--- config.mk ---
export PLATFORM = sky130hd
export DESIGN_NAME = core_wb
export DESIGN_NICKNAME = d
export VERILOG_FILES = /design/src/rtl/core_wb.sv
export SDC_FILE = /design/constraint.sdc
export NUM_CORES = 1
export LEC_CHECK = 0
export CAP_MARGIN = 20
export CORE_MARGIN = 3
export CORE_UTILIZATION = 40
export CTS_CLUSTER_DIAMETER = 150
export DETAILED_ROUTE_END_ITERATION = 10
export PLACE_DENSITY = 0.75
export SYNTH_ARGS = -nofsm -noshare
export SYNTH_HDL_FRONTEND = slang
export SYNTH_SLANG_ARGS = --single-unit
--- constraint.sdc ---
create_clock -name CLK -period 2.3 [get_ports CLK]
set_clock_uncertainty 0.15 [all_clocks]
set_input_delay 0.69 -clock CLK [delete_from_list [all_inputs] [get_ports CLK]]
set_output_delay 0.69 -clock CLK [all_outputs]
set_load 0.02 [all_outputs]
--- src/rtl/core_wb.sv ---
// core_wb: writeback stage feeding the integer register file.
// Accepts one op per START (ALU write, memory load, 8-bit input), runs the
// load-memory / input-port handshake and drives the register-file write ports.
// The register file samples WE/INE one cycle late, so WADDR/WDATA/INDATA are
// held through the HOLD cycle that follows WRITE.
// Optional feature: define CORE_WB_BYPASS_EN to add FWD_VALID/FWD_ADDR/FWD_DATA.
// All outputs are registered from the next-state decode, so each output is
// aligned with the state it belongs to.

module core_wb #(
  parameter int unsigned TIMEOUT = 1023
) (
  input  logic        CLK,
  input  logic        RST_N,
  input  logic        START,
  input  logic [1:0]  OP,
  input  logic [2:0]  FUNCT3,
  input  logic [4:0]  RD,
  input  logic [31:0] ALU_RESULT,
  output logic        BUSY,
  output logic        DONE,
  output logic        ERR,
  output logic        MEM_RE,
  output logic [31:0] MEM_ADDR,
  input  logic        MEM_RVALID,
  input  logic [31:0] MEM_RDATA,
  input  logic        IN_VALID,
  input  logic [7:0]  IN_DATA,
  output logic        IN_READY,
  output logic [4:0]  WADDR,
  output logic        WE,
  output logic [31:0] WDATA,
  output logic        INE,
  output logic [7:0]  INDATA
`ifdef CORE_WB_BYPASS_EN
  ,
  output logic        FWD_VALID,
  output logic [4:0]  FWD_ADDR,
  output logic [31:0] FWD_DATA
`endif
);

  localparam int unsigned CNT_W   = (TIMEOUT > 1) ? $clog2(TIMEOUT) : 1;
  localparam int unsigned TO_LAST = (TIMEOUT == 0) ? 0 : TIMEOUT - 1;

  localparam logic [1:0] OP_ALU  = 2'd0;
  localparam logic [1:0] OP_LOAD = 2'd1;
  localparam logic [1:0] OP_IN   = 2'd2;

  localparam logic [2:0] F3_LB  = 3'b000;
  localparam logic [2:0] F3_LH  = 3'b001;
  localparam logic [2:0] F3_LW  = 3'b010;
  localparam logic [2:0] F3_LBU = 3'b100;
  localparam logic [2:0] F3_LHU = 3'b101;

  typedef enum logic [2:0] {
    S_IDLE,
    S_MEM_REQ,
    S_MEM_WAIT,
    S_IN_WAIT,
    S_WRITE,
    S_HOLD
  } state_t;

  state_t           state, state_n;
  logic [1:0]       op_q, op_n;
  logic [2:0]       f3_q, f3_n;
  logic [4:0]       rd_q, rd_n;
  logic [1:0]       alo_q, alo_n;
  logic [CNT_W-1:0] cnt_q, cnt_n;

  logic        busy_n, done_n, err_n, mem_re_n, in_ready_n, we_n, ine_n;
  logic [31:0] mem_addr_n, wdata_n;
  logic [4:0]  waddr_n;
  logic [7:0]  indata_n;

  logic        load_bad;
  logic        timeout_hit;
  logic [7:0]  rd_byte;
  logic [15:0] rd_half;
  logic [31:0] load_ext;

  // Reject unsupported load widths and misaligned half/word addresses at launch
  always_comb begin
    load_bad = 1'b0;
    case (FUNCT3)
      F3_LB, F3_LBU: load_bad = 1'b0;
      F3_LH, F3_LHU: load_bad = ALU_RESULT[0];
      F3_LW:         load_bad = (ALU_RESULT[1:0] != 2'b00);
      default:       load_bad = 1'b1;
    endcase
  end

  // Pick the addressed byte/half of the little-endian word and extend it
  always_comb begin
    rd_byte  = MEM_RDATA[7:0];
    case (alo_q)
      2'd0:    rd_byte = MEM_RDATA[7:0];
      2'd1:    rd_byte = MEM_RDATA[15:8];
      2'd2:    rd_byte = MEM_RDATA[23:16];
      default: rd_byte = MEM_RDATA[31:24];
    endcase
    rd_half  = alo_q[1] ? MEM_RDATA[31:16] : MEM_RDATA[15:0];
    load_ext = MEM_RDATA;
    case (f3_q)
      F3_LB:   load_ext = {{24{rd_byte[7]}}, rd_byte};
      F3_LH:   load_ext = {{16{rd_half[15]}}, rd_half};
      F3_LBU:  load_ext = {24'd0, rd_byte};
      F3_LHU:  load_ext = {16'd0, rd_half};
      default: load_ext = MEM_RDATA;
    endcase
  end

  // Wait abort fires on the TIMEOUT-th waiting cycle; disabled when TIMEOUT is 0
  always_comb begin
    timeout_hit = (TIMEOUT != 0) && (cnt_q == CNT_W'(TO_LAST));
  end

  // Next-state and next-output decode
  always_comb begin
    state_n    = state;
    op_n       = op_q;
    f3_n       = f3_q;
    rd_n       = rd_q;
    alo_n      = alo_q;
    cnt_n      = cnt_q;
    mem_addr_n = MEM_ADDR;
    waddr_n    = WADDR;
    wdata_n    = WDATA;
    indata_n   = INDATA;
    busy_n     = 1'b0;
    done_n     = 1'b0;
    err_n      = 1'b0;
    mem_re_n   = 1'b0;
    in_ready_n = 1'b0;
    we_n       = 1'b0;
    ine_n      = 1'b0;

    case (state)
      S_IDLE: begin
        if (START) begin
          op_n  = OP;
          f3_n  = FUNCT3;
          rd_n  = RD;
          alo_n = ALU_RESULT[1:0];
          case (OP)
            OP_ALU: begin
              state_n = S_WRITE;
              wdata_n = ALU_RESULT;
            end
            OP_LOAD: begin
              if (load_bad) begin
                state_n = S_HOLD;
                err_n   = 1'b1;
              end else begin
                state_n    = S_MEM_REQ;
                mem_addr_n = {ALU_RESULT[31:2], 2'b00};
              end
            end
            OP_IN: begin
              state_n = S_IN_WAIT;
              cnt_n   = '0;
            end
            default: state_n = S_HOLD;
          endcase
        end
      end
      S_MEM_REQ: begin
        state_n = S_MEM_WAIT;
        cnt_n   = '0;
      end
      S_MEM_WAIT: begin
        if (MEM_RVALID) begin
          state_n = S_WRITE;
          wdata_n = load_ext;
        end else if (timeout_hit) begin
          state_n = S_HOLD;
          err_n   = 1'b1;
        end else begin
          cnt_n = cnt_q + CNT_W'(1);
        end
      end
      S_IN_WAIT: begin
        if (IN_VALID) begin
          state_n  = S_WRITE;
          indata_n = IN_DATA;
        end else if (timeout_hit) begin
          state_n = S_HOLD;
          err_n   = 1'b1;
        end else begin
          cnt_n = cnt_q + CNT_W'(1);
        end
      end
      S_WRITE: state_n = S_HOLD;
      S_HOLD:  state_n = S_IDLE;
      default: state_n = S_IDLE;
    endcase

    if (state_n == S_WRITE) begin
      waddr_n = rd_n;
      we_n    = (op_n != OP_IN) && (rd_n != 5'd0);
      ine_n   = (op_n == OP_IN) && (rd_n != 5'd0);
    end
    busy_n     = (state_n != S_IDLE);
    done_n     = (state_n == S_HOLD);
    mem_re_n   = (state_n == S_MEM_REQ);
    in_ready_n = (state_n == S_IN_WAIT);
  end

  // State, latched op fields and registered outputs
  always_ff @(posedge CLK) begin
    if (!RST_N) begin
      state    <= S_IDLE;
      op_q     <= 2'd0;
      f3_q     <= 3'd0;
      rd_q     <= 5'd0;
      alo_q    <= 2'd0;
      cnt_q    <= '0;
      BUSY     <= 1'b0;
      DONE     <= 1'b0;
      ERR      <= 1'b0;
      MEM_RE   <= 1'b0;
      MEM_ADDR <= 32'd0;
      IN_READY <= 1'b0;
      WADDR    <= 5'd0;
      WE       <= 1'b0;
      WDATA    <= 32'd0;
      INE      <= 1'b0;
      INDATA   <= 8'd0;
    end else begin
      state    <= state_n;
      op_q     <= op_n;
      f3_q     <= f3_n;
      rd_q     <= rd_n;
      alo_q    <= alo_n;
      cnt_q    <= cnt_n;
      BUSY     <= busy_n;
      DONE     <= done_n;
      ERR      <= err_n;
      MEM_RE   <= mem_re_n;
      MEM_ADDR <= mem_addr_n;
      IN_READY <= in_ready_n;
      WADDR    <= waddr_n;
      WE       <= we_n;
      WDATA    <= wdata_n;
      INE      <= ine_n;
      INDATA   <= indata_n;
    end
  end

`ifdef CORE_WB_BYPASS_EN
  // Forward valid covers the WRITE cycle and the following HOLD cycle of a WE write
  always_ff @(posedge CLK) begin
    if (!RST_N) begin
      FWD_VALID <= 1'b0;
    end else begin
      FWD_VALID <= we_n | WE;
    end
  end

  assign FWD_ADDR = WADDR;
  assign FWD_DATA = WDATA;
`endif

endmodule
### Word level (Yosys, flattened, before mapping)

Index checks and enable logic that the tools add are counted.

| cells by class | value |
|---|---|
| $add $sub $neg | 1 |
| equality and inequality tests | 28 |
| multiplexer cells | 32 |
| bitwise logic cells | 1 |
| reduce and logical (&&, ||, !) cells | 20 |

Operators with widths:

| operator | count |
|---|---|
| case mux 32 bit (4 select lines) | 1 |
| 2-to-1 mux 32 bit | 3 |
| case mux 32 bit (2 select lines) | 1 |
| 2-to-1 mux 10 bit | 5 |
| case mux 10 bit (4 select lines) | 1 |
| case mux 8 bit (3 select lines) | 1 |
| == test 3 bit (second input constant) | 7 |
| 2-to-1 mux 16 bit | 1 |
| 2-to-1 mux 3 bit | 5 |
| case mux 3 bit (5 select lines) | 1 |
| == test 3 x 1 -> 1 bit (second input constant) | 4 |
| == test 3 x 2 -> 1 bit (second input constant) | 4 |
| adder 10 x 1 -> 10 bit (second input constant) | 1 |
| == test 10 bit (second input constant) | 1 |
| 2-to-1 mux 5 bit | 2 |
| inequality test 2 bit (second input constant) | 5 |
| zero test 3 bit | 3 |
| case mux 3 bit (3 select lines) | 1 |
| AND reduction 4 bit | 2 |
| == test 2 bit (second input constant) | 3 |
| 2-to-1 mux 1 bit | 6 |
| case mux 1 bit (3 select lines) | 2 |
| AND reduction 2 bit | 3 |
| AND reduction 5 bit | 1 |
| other kinds (11) | 18 |

| word-level totals | value |
|---|---|
| flip-flop bits (word level) | 107 |
| input bits | 87 |
| output and inout bits | 84 |
| logic and storage cells | 99 |

### Longest topological paths before layout

Gate-level depths: netlist (run 1).

| depth | value |
|---|---|
| depth after elaboration | 9 |
| gate-level depth with buffers | 9 |
| depth with buffers taken out | 7 |

### Least setup slack after synthesis (run 1)

Ideal clock, no wire load.

| path | value |
|---|---|
| path type | input to register |
| start | in IN_VALID |
| end | reg MEM_ADDR[10] |
| setup time | 72 ps |
| data arrival time | 2105 ps |
| data required time | 2078 ps |
| setup slack | -27 ps |
| stages | 6 |
| path buffers | 1 |
| cells stage by stage | mux2_2 > a21oi_2 > o311ai_4 > a211oi_2 > buf_6 > mux2i_1 |

RTL lines:

| what | line | text |
|---|---|---|
| start, declared | 27 | `input logic IN_VALID,` |
| end signal, assigned | 241 | `MEM_ADDR <= mem_addr_n;` |
| end, declared | 24 | `output logic [31:0] MEM_ADDR,` |

==> flow_metrics.env, run 1 <==
export IMPL_synthTopCellsByArea="dfxtp_1, nand2_1, o21ai_0, mux2i_1, a21oi_1"
export IMPL_cp_max_fo=7
export IMPL_critical_path_slowest_cell="o221a_4"
export IMPL_grt_total_usage=0.238
export IMPL_ioPinCount=171
export IMPL_yosys_warnings=0
export IMPL_drc=0
export IMPL_slew_violations=0
export IMPL_worst_slew_pin_slew_ns=0.553
export IMPL_synthCells=606
export IMPL_hold_slack_ns=0.304
export IMPL_fillers=1040
export IMPL_p_sw_mw=1.88
export IMPL_cpPeakStageDelay_ns=0.36
export IMPL_overflow=0
export IMPL_wl_per_cell_um=17.4
export IMPL_clockRootBuffer="clkbuf_16"
export IMPL_cp_end_kind="register"
export IMPL_cts_buffers=9
export IMPL_grtUsageMet3=0.0404
export IMPL_p_seq_frac=0.369
export IMPL_die_x_um=118
export IMPL_fin_ws_ns=0.0192
export IMPL_p_per_area_mw_per_mm2=770
export IMPL_detailed_place_area_mm2=0.00719
export IMPL_grt_max_degree=55
export IMPL_cp_start_kind="register"
export IMPL_start_util=0.413
export IMPL_clock_path_buffers=2
export IMPL_setup_tns_final_ns=0
export IMPL_p_sw_frac=0.317
export IMPL_num_vias=5208
export IMPL_place_ws_ns=-0.731
export IMPL_finalHoldViolCount=0
export IMPL_yosysSeqAreaShare=0.427
export IMPL_ant_nets=0
export IMPL_final_util=0.634
export IMPL_cts_tree="yes"
export IMPL_crit_arrival_ns=2.40
export IMPL_synth_commonest_cells="nand2_1, dfxtp_1, o21ai_0"
export IMPL_async_reset_ff_frac=0
export IMPL_synth_main_ff_cell="dfxtp_1"
export IMPL_grtUsageMet2=0.396
export IMPL_post_route_period_util=0.992
export IMPL_global_route_usage_met1=0.300
export IMPL_cts_htree_levels=3
export IMPL_ir_drop_v=0.000390
export IMPL_antenna_found_initial=1
export IMPL_synth_largest_area_cell="dfxtp_1"
export IMPL_power_frac_clock=0.275
export IMPL_dieArea_mm2=0.0139
export IMPL_synth_enable_flop_cells=0
export IMPL_area_delta_synth_final_pct=53.6
export IMPL_wl_mm=17.1
export IMPL_holdCritPathClass="reg -> reg"
export IMPL_syn_mean_instance_area_um2=8.28
export IMPL_num_rows=40
export IMPL_final_nets=899
export IMPL_yosysTopAreaCellShare=0.427
export IMPL_clk_latency_ns=0.35
export IMPL_die_h_um=118
export IMPL_coreArea_mm2=0.0122
export IMPL_gp_congestion=0.869
export IMPL_cp_required_ns=2.42
export IMPL_dp_hpwl_mm=12.3
export IMPL_synth_seq_cells=107
export IMPL_setup_violations=0
export IMPL_synth_cell_types=54
export IMPL_p_leak_nw=2.90
export IMPL_busiest_layer="met2"
export IMPL_viasPerCell=5.30
export IMPL_fin_area_mm2=0.00771
export IMPL_dr_pass1_iters=4
export IMPL_synthMostInstantiatedCell="nand2_1"
export IMPL_worstSetupPathType="reg -> reg"
export IMPL_drive_gt1_frac=0.146
export IMPL_grt_pass1_wl_mm=26.8
export IMPL_power_share_combinational=0.356
export IMPL_relSlewSlack=0.622
export IMPL_finalCriticalPeriod_ns=2.28
export IMPL_max_freq_ghz=0.438
export IMPL_drt_initial_drc_count=311
export IMPL_cap_violations=0
export IMPL_io_buffers=168
export IMPL_status="finished, final reports clean"
export IMPL_netlist_area_mm2=0.00502
export IMPL_grt_pass1_vias=5227
export IMPL_p_int_mw=4.06
export IMPL_cts_sinks=107
export IMPL_crit_chain="inv_1 > ha_2 > and4_4 > nand4_4 > o221a_4 > a211oi_4 > buf_6 > buf_12 > mux2i_2"
export IMPL_path_clk_slew_ns=0.07
## layout by cell type, fill, tap and decap left out, drive strengths merged, types with 14 or more instances in the layout
cell type	instances
clkdlybuf4s50	153
nand2	140
dfxtp	107
o21ai	71
buf	64
a21oi	49
mux2i	30
a21boi	23
nor2	17
mux2	14
clkbuf	14
## routing by layer
layer	vias up	wire length, um	share of wire
li1	2518	-	-
met1	2456	7220	0.42
met2	202	8280	0.49
met3	32	1100	0.064
met4	0	477	0.028
met5	-	0	0
## flip-flops by register name, indices dropped and copies added, names as in the netlist, 2 cells and up
signal / count
MEM_ADDR: 30
state: 3
rd_q: 5
WDATA: 32
INDATA: 8
WADDR: 5
alo_q: 2
f3_q: 3
op_q: 2
cnt_q: 10
## repair_timing
item,CTS,global route
pin swaps,9,10
buffers inserted,5,6
setup endpoints to repair,62,48
resized for setup,46,20
gates cloned,3,0
hold buffers,0,0
## final timing paths
kind / from / endpoint / slack (ns) / cells after the start
hold / removal: INDATA[2] / INDATA[2] / 0.30 / 2
setup / recovery: cnt_q[0] / MEM_ADDR[24] / 0.02 / 9
setup reg to reg: cnt_q[0] / MEM_ADDR[24] / 0.02 / 9
hold reg to reg: INDATA[2] / INDATA[2] / 0.30 / 2
## power by group through the flow
| stage | combinational, mW | sequential (mW) | clock [mW] |
|---|---|---|---|
| final | 2.11 | 2.19 | 1.64 |
| after global placement | 1.87 | 2.22 | 0 |
| after detailed placement | 1.90 | 2.23 | 0 |
| after CTS | 2.10 | 2.19 | 1.65 |
| after global routing | 2.25 | 2.22 | 1.72 |
| after floorplan | 0.823 | 2.41 | 0 |
## per-stage QoR
stage	instances	total power [mW]
after floorplan	607	3.23
after global placement	954	4.09
after detailed placement	954	4.13
after CTS	977	5.94
after global routing	983	6.19
final	983	5.94
## cell families after synthesis
kind of cell / share of synthesized area
other cells: 0.000747
mux: 0.0957
fa+ha+maj: 0.00499
buf+inv: 0.0426
compound gates: 0.213
xor+xnor: 0.00524
simple gates: 0.211
flops: 0.427
## critical path: cells and delay by family (launching register included)
kind / cells / cell delay, ns
fa+ha+maj: 1 / 0.16
flops: 1 / 0.31
buf+inv: 3 / 0.41
mux: 1 / 0.23
compound gates: 2 / 0.57
simple gates: 2 / 0.38
## area by class of cell
| type | instances | area (um^2) | area share |
|---|---|---|---|
| diodes | 1 | 2.50 | 0.000325 |
| clock buffers | 10 | 229 | 0.0297 |
| clock inverters | 5 | 78.8 | 0.0102 |
| inverters | 7 | 26.3 | 0.00341 |
| multi-input cells | 453 | 2770 | 0.360 |
| flip-flops and latches | 107 | 2140 | 0.278 |
| well taps | 168 | 210 | 0.0273 |
| repair buffers | 232 | 2250 | 0.291 |
Note: power is estimated with default switching activity, not from simulation.
==> inputs of run 2 (changes only) <==
Settings changed: CELL_PAD_IN_SITES_DETAIL_PLACEMENT set to 1, CELL_PAD_IN_SITES_GLOBAL_PLACEMENT set to 1, CORE_MARGIN 3 to unset, CORE_UTILIZATION 40 to 30, PLACE_DENSITY 0.75 to unset, PLACE_DENSITY_LB_ADDON set to 0.1.
==> run 2 against run 1 <==
  * Final cell count up 5.7%
  * Sequential share of layout area down 0.18 points
  * Critical path type is now in -> reg
  * Non-clock buffer count up 8
  * Global-route usage down 1.9 points
  * Count of clock-buffer cells in the layout up 1
==> flow_metrics.env, run 2 (synthesis gave the netlist of run 1 again) <==
export IMPL_status="finished, final reports clean"
export IMPL_grt_max_degree=84
export IMPL_drt_initial_drc_count=208
export IMPL_p_leak_nw=2.91
export IMPL_coreArea_mm2=0.0161
export IMPL_worst_slew_pin_slew_ns=0.581
export IMPL_rr_startpoint="cnt_q[0]"
export IMPL_largest_reg_flops=32
export IMPL_cts_buffers=9
export IMPL_setup_violations=0
export IMPL_final_nets=907
export IMPL_critical_path_slowest_cell="o311ai_4"
export IMPL_power_share_combinational=0.371
export IMPL_max_freq_ghz=0.446
export IMPL_dp_hpwl_mm=13.7
export IMPL_dieArea_mm2=0.0173
export IMPL_grt_pass1_vias=5524
export IMPL_cp_start_kind="input port"
export IMPL_cts_tree="yes"
export IMPL_wl_mm=18.6
export IMPL_power_frac_clock=0.249
export IMPL_p_seq_frac=0.380
export IMPL_worst_path_buf_inv=2
export IMPL_top_register="WDATA"
export IMPL_gp_congestion=0.795
export IMPL_rr_worst_depth=9
export IMPL_cap_violations=0
export IMPL_cts_sinks=107
export IMPL_antenna_found_initial=1
export IMPL_final_cell_mix="clkdlybuf4s50_1, nand2_1, dfxtp_1"
export IMPL_final_common_cell="clkdlybuf4s50_1"
export IMPL_r2r_slack_ns=0.09
export IMPL_grt_pass1_wl_mm=29.7
export IMPL_detailed_place_area_mm2=0.00731
export IMPL_num_vias=5200
export IMPL_p_sw_frac=0.330
export IMPL_path_clk_slew_ns=0.07
export IMPL_worstSetupPathType="in -> reg"
export IMPL_cp_end_kind="register"
export IMPL_cpPeakStageDelay_ns=0.37
export IMPL_start_util=0.311
export IMPL_clock_path_buffers=2
export IMPL_ir_drop_v=0.000367
export IMPL_crit_chain="dlygate4sd2_1 > a21oi_1 > o21a_1 > o311ai_4 > buf_4 > nand4_4 > mux2_4"
export IMPL_area_delta_synth_final_pct=55.0
export IMPL_viasPerCell=5.00
export IMPL_clockRootBuffer="clkbuf_16"
export IMPL_slew_violations=0
export IMPL_dr_pass1_iters=4
export IMPL_worstHoldEndpoint="INDATA[1]"
export IMPL_rsz0062_at_grt="false"
export IMPL_fin_area_mm2=0.00778
export IMPL_relSlewSlack=0.613
export IMPL_grt_total_usage=0.219
export IMPL_p_per_area_mw_per_mm2=744
export IMPL_drc=0
export IMPL_r2r_end="MEM_ADDR[26]"
export IMPL_clk_latency_ns=0.35
export IMPL_drive_gt1_frac=0.162
export IMPL_crit_family="compound AO/OA/AOI/OAI gates"
export IMPL_io_buffers=168
export IMPL_finalCriticalPeriod_ns=2.24
export IMPL_p_total_mw=5.79
export IMPL_hp_start="INDATA[1]"
export IMPL_cp_required_ns=2.39
export IMPL_finalHoldViolCount=0
export IMPL_fillers=1888
export IMPL_p_sw_mw=1.91
export IMPL_die_x_um=131
export IMPL_whs_path_depth=2
export IMPL_post_route_period_util=0.974
export IMPL_crit_arrival_ns=2.33
export IMPL_ant_nets=0
export IMPL_cts_htree_levels=3
export IMPL_cp_max_fo=5
export IMPL_wl_per_cell_um=17.9
export IMPL_reg_top3="WDATA (32), MEM_ADDR (30), cnt_q (10)"
export IMPL_holdCritPathClass="reg -> reg"
export IMPL_num_rows=46
export IMPL_p_int_mw=3.88
export IMPL_overflow=0
export IMPL_die_h_um=131
export IMPL_ioPinCount=171
## run 2: cell types whose count changed in the layout (fill, tap and decap cells not counted), moves of 3 or more
| cell | change |
|---|---|
| a21boi_0 | +4 |
| a21boi_1 | -5 |
| buf_4 | +7 |
| clkbuf_2 | +3 |
| dlygate4sd2_1 | -6 |
## run 2: how the worst max path moves through the flow
stage                        end  cells after the start          start
global placement    MEM_ADDR[28]                      7  ALU_RESULT[0]
floorplan               WADDR[0]                      4          START
detailed placement  MEM_ADDR[26]                      7  ALU_RESULT[0]
finish                  WADDR[0]                      7      FUNCT3[1]
global route        MEM_ADDR[26]                      9       cnt_q[0]
CTS                 MEM_ADDR[28]                      9  ALU_RESULT[0]
## run 2: per-layer routing
metal  track usage  up-vias  part of all wire
met5             0        -                 0
met4        0.0743        0             0.017
met3        0.0482       23             0.057
met2         0.379      123              0.48
met1         0.267     2522              0.44
li1              -     2532                 -
## run 2: worst reg2reg max path: cells and delay by family (launching register included)
| kind | cells | cell delay, ns |
|---|---|---|
| fa+ha+maj | 1 | 0.14 |
| buf+inv | 3 | 0.42 |
| flops | 1 | 0.32 |
| mux | 1 | 0.19 |
| compound gates | 2 | 0.53 |
| simple gates | 2 | 0.39 |
## run 2: per-stage QoR
stage / hold WS, ns / utilization / setup TNS (ns) / setup slack, ns / instances
after detailed placement: 0.295 / 0.454 / -48.76 / -0.741 / 1012
after floorplan: 0.282 / - / 0 / 0.00659 / 607
after global placement: 0.285 / 0.454 / -43.90 / -0.703 / 1012
final: 0.306 / 0.483 / 0 / 0.0598 / 1039
after global routing: 0.329 / 0.483 / 0 / 0.00131 / 1038
after CTS: 0.306 / 0.481 / 0 / 0.00814 / 1035
## run 2: cell type report
type,count,area (um^2),area share
inverter,7,26.3,0.00338
sequential,107,2150,0.276
multi-input combinational,453,2770,0.356
clock inverter,4,27.5,0.00354
antenna,1,2.50,0.000322
clock buffer,11,243,0.0312
timing repair buffer,240,2290,0.295
tap,216,270,0.0347
## run 2: timing repair
item | CTS | global route
setup endpoints to repair | 79 | 51
pin swaps | 8 | 12
hold buffers | 0 | 0
buffers inserted | 5 | 4
gates cloned | 3 | 0
gates resized for setup | 42 | 36
## run 2: power by group through the flow
stage                     registers [mW]  logic [mW]  clock network [mW]
after floorplan                     2.41       0.823                   0
after global placement              2.23        1.92                   0
after detailed placement            2.23        1.97                   0
after CTS                           2.20        2.15                1.49
after global routing                2.23        2.30                1.57
final                               2.20        2.15                1.44
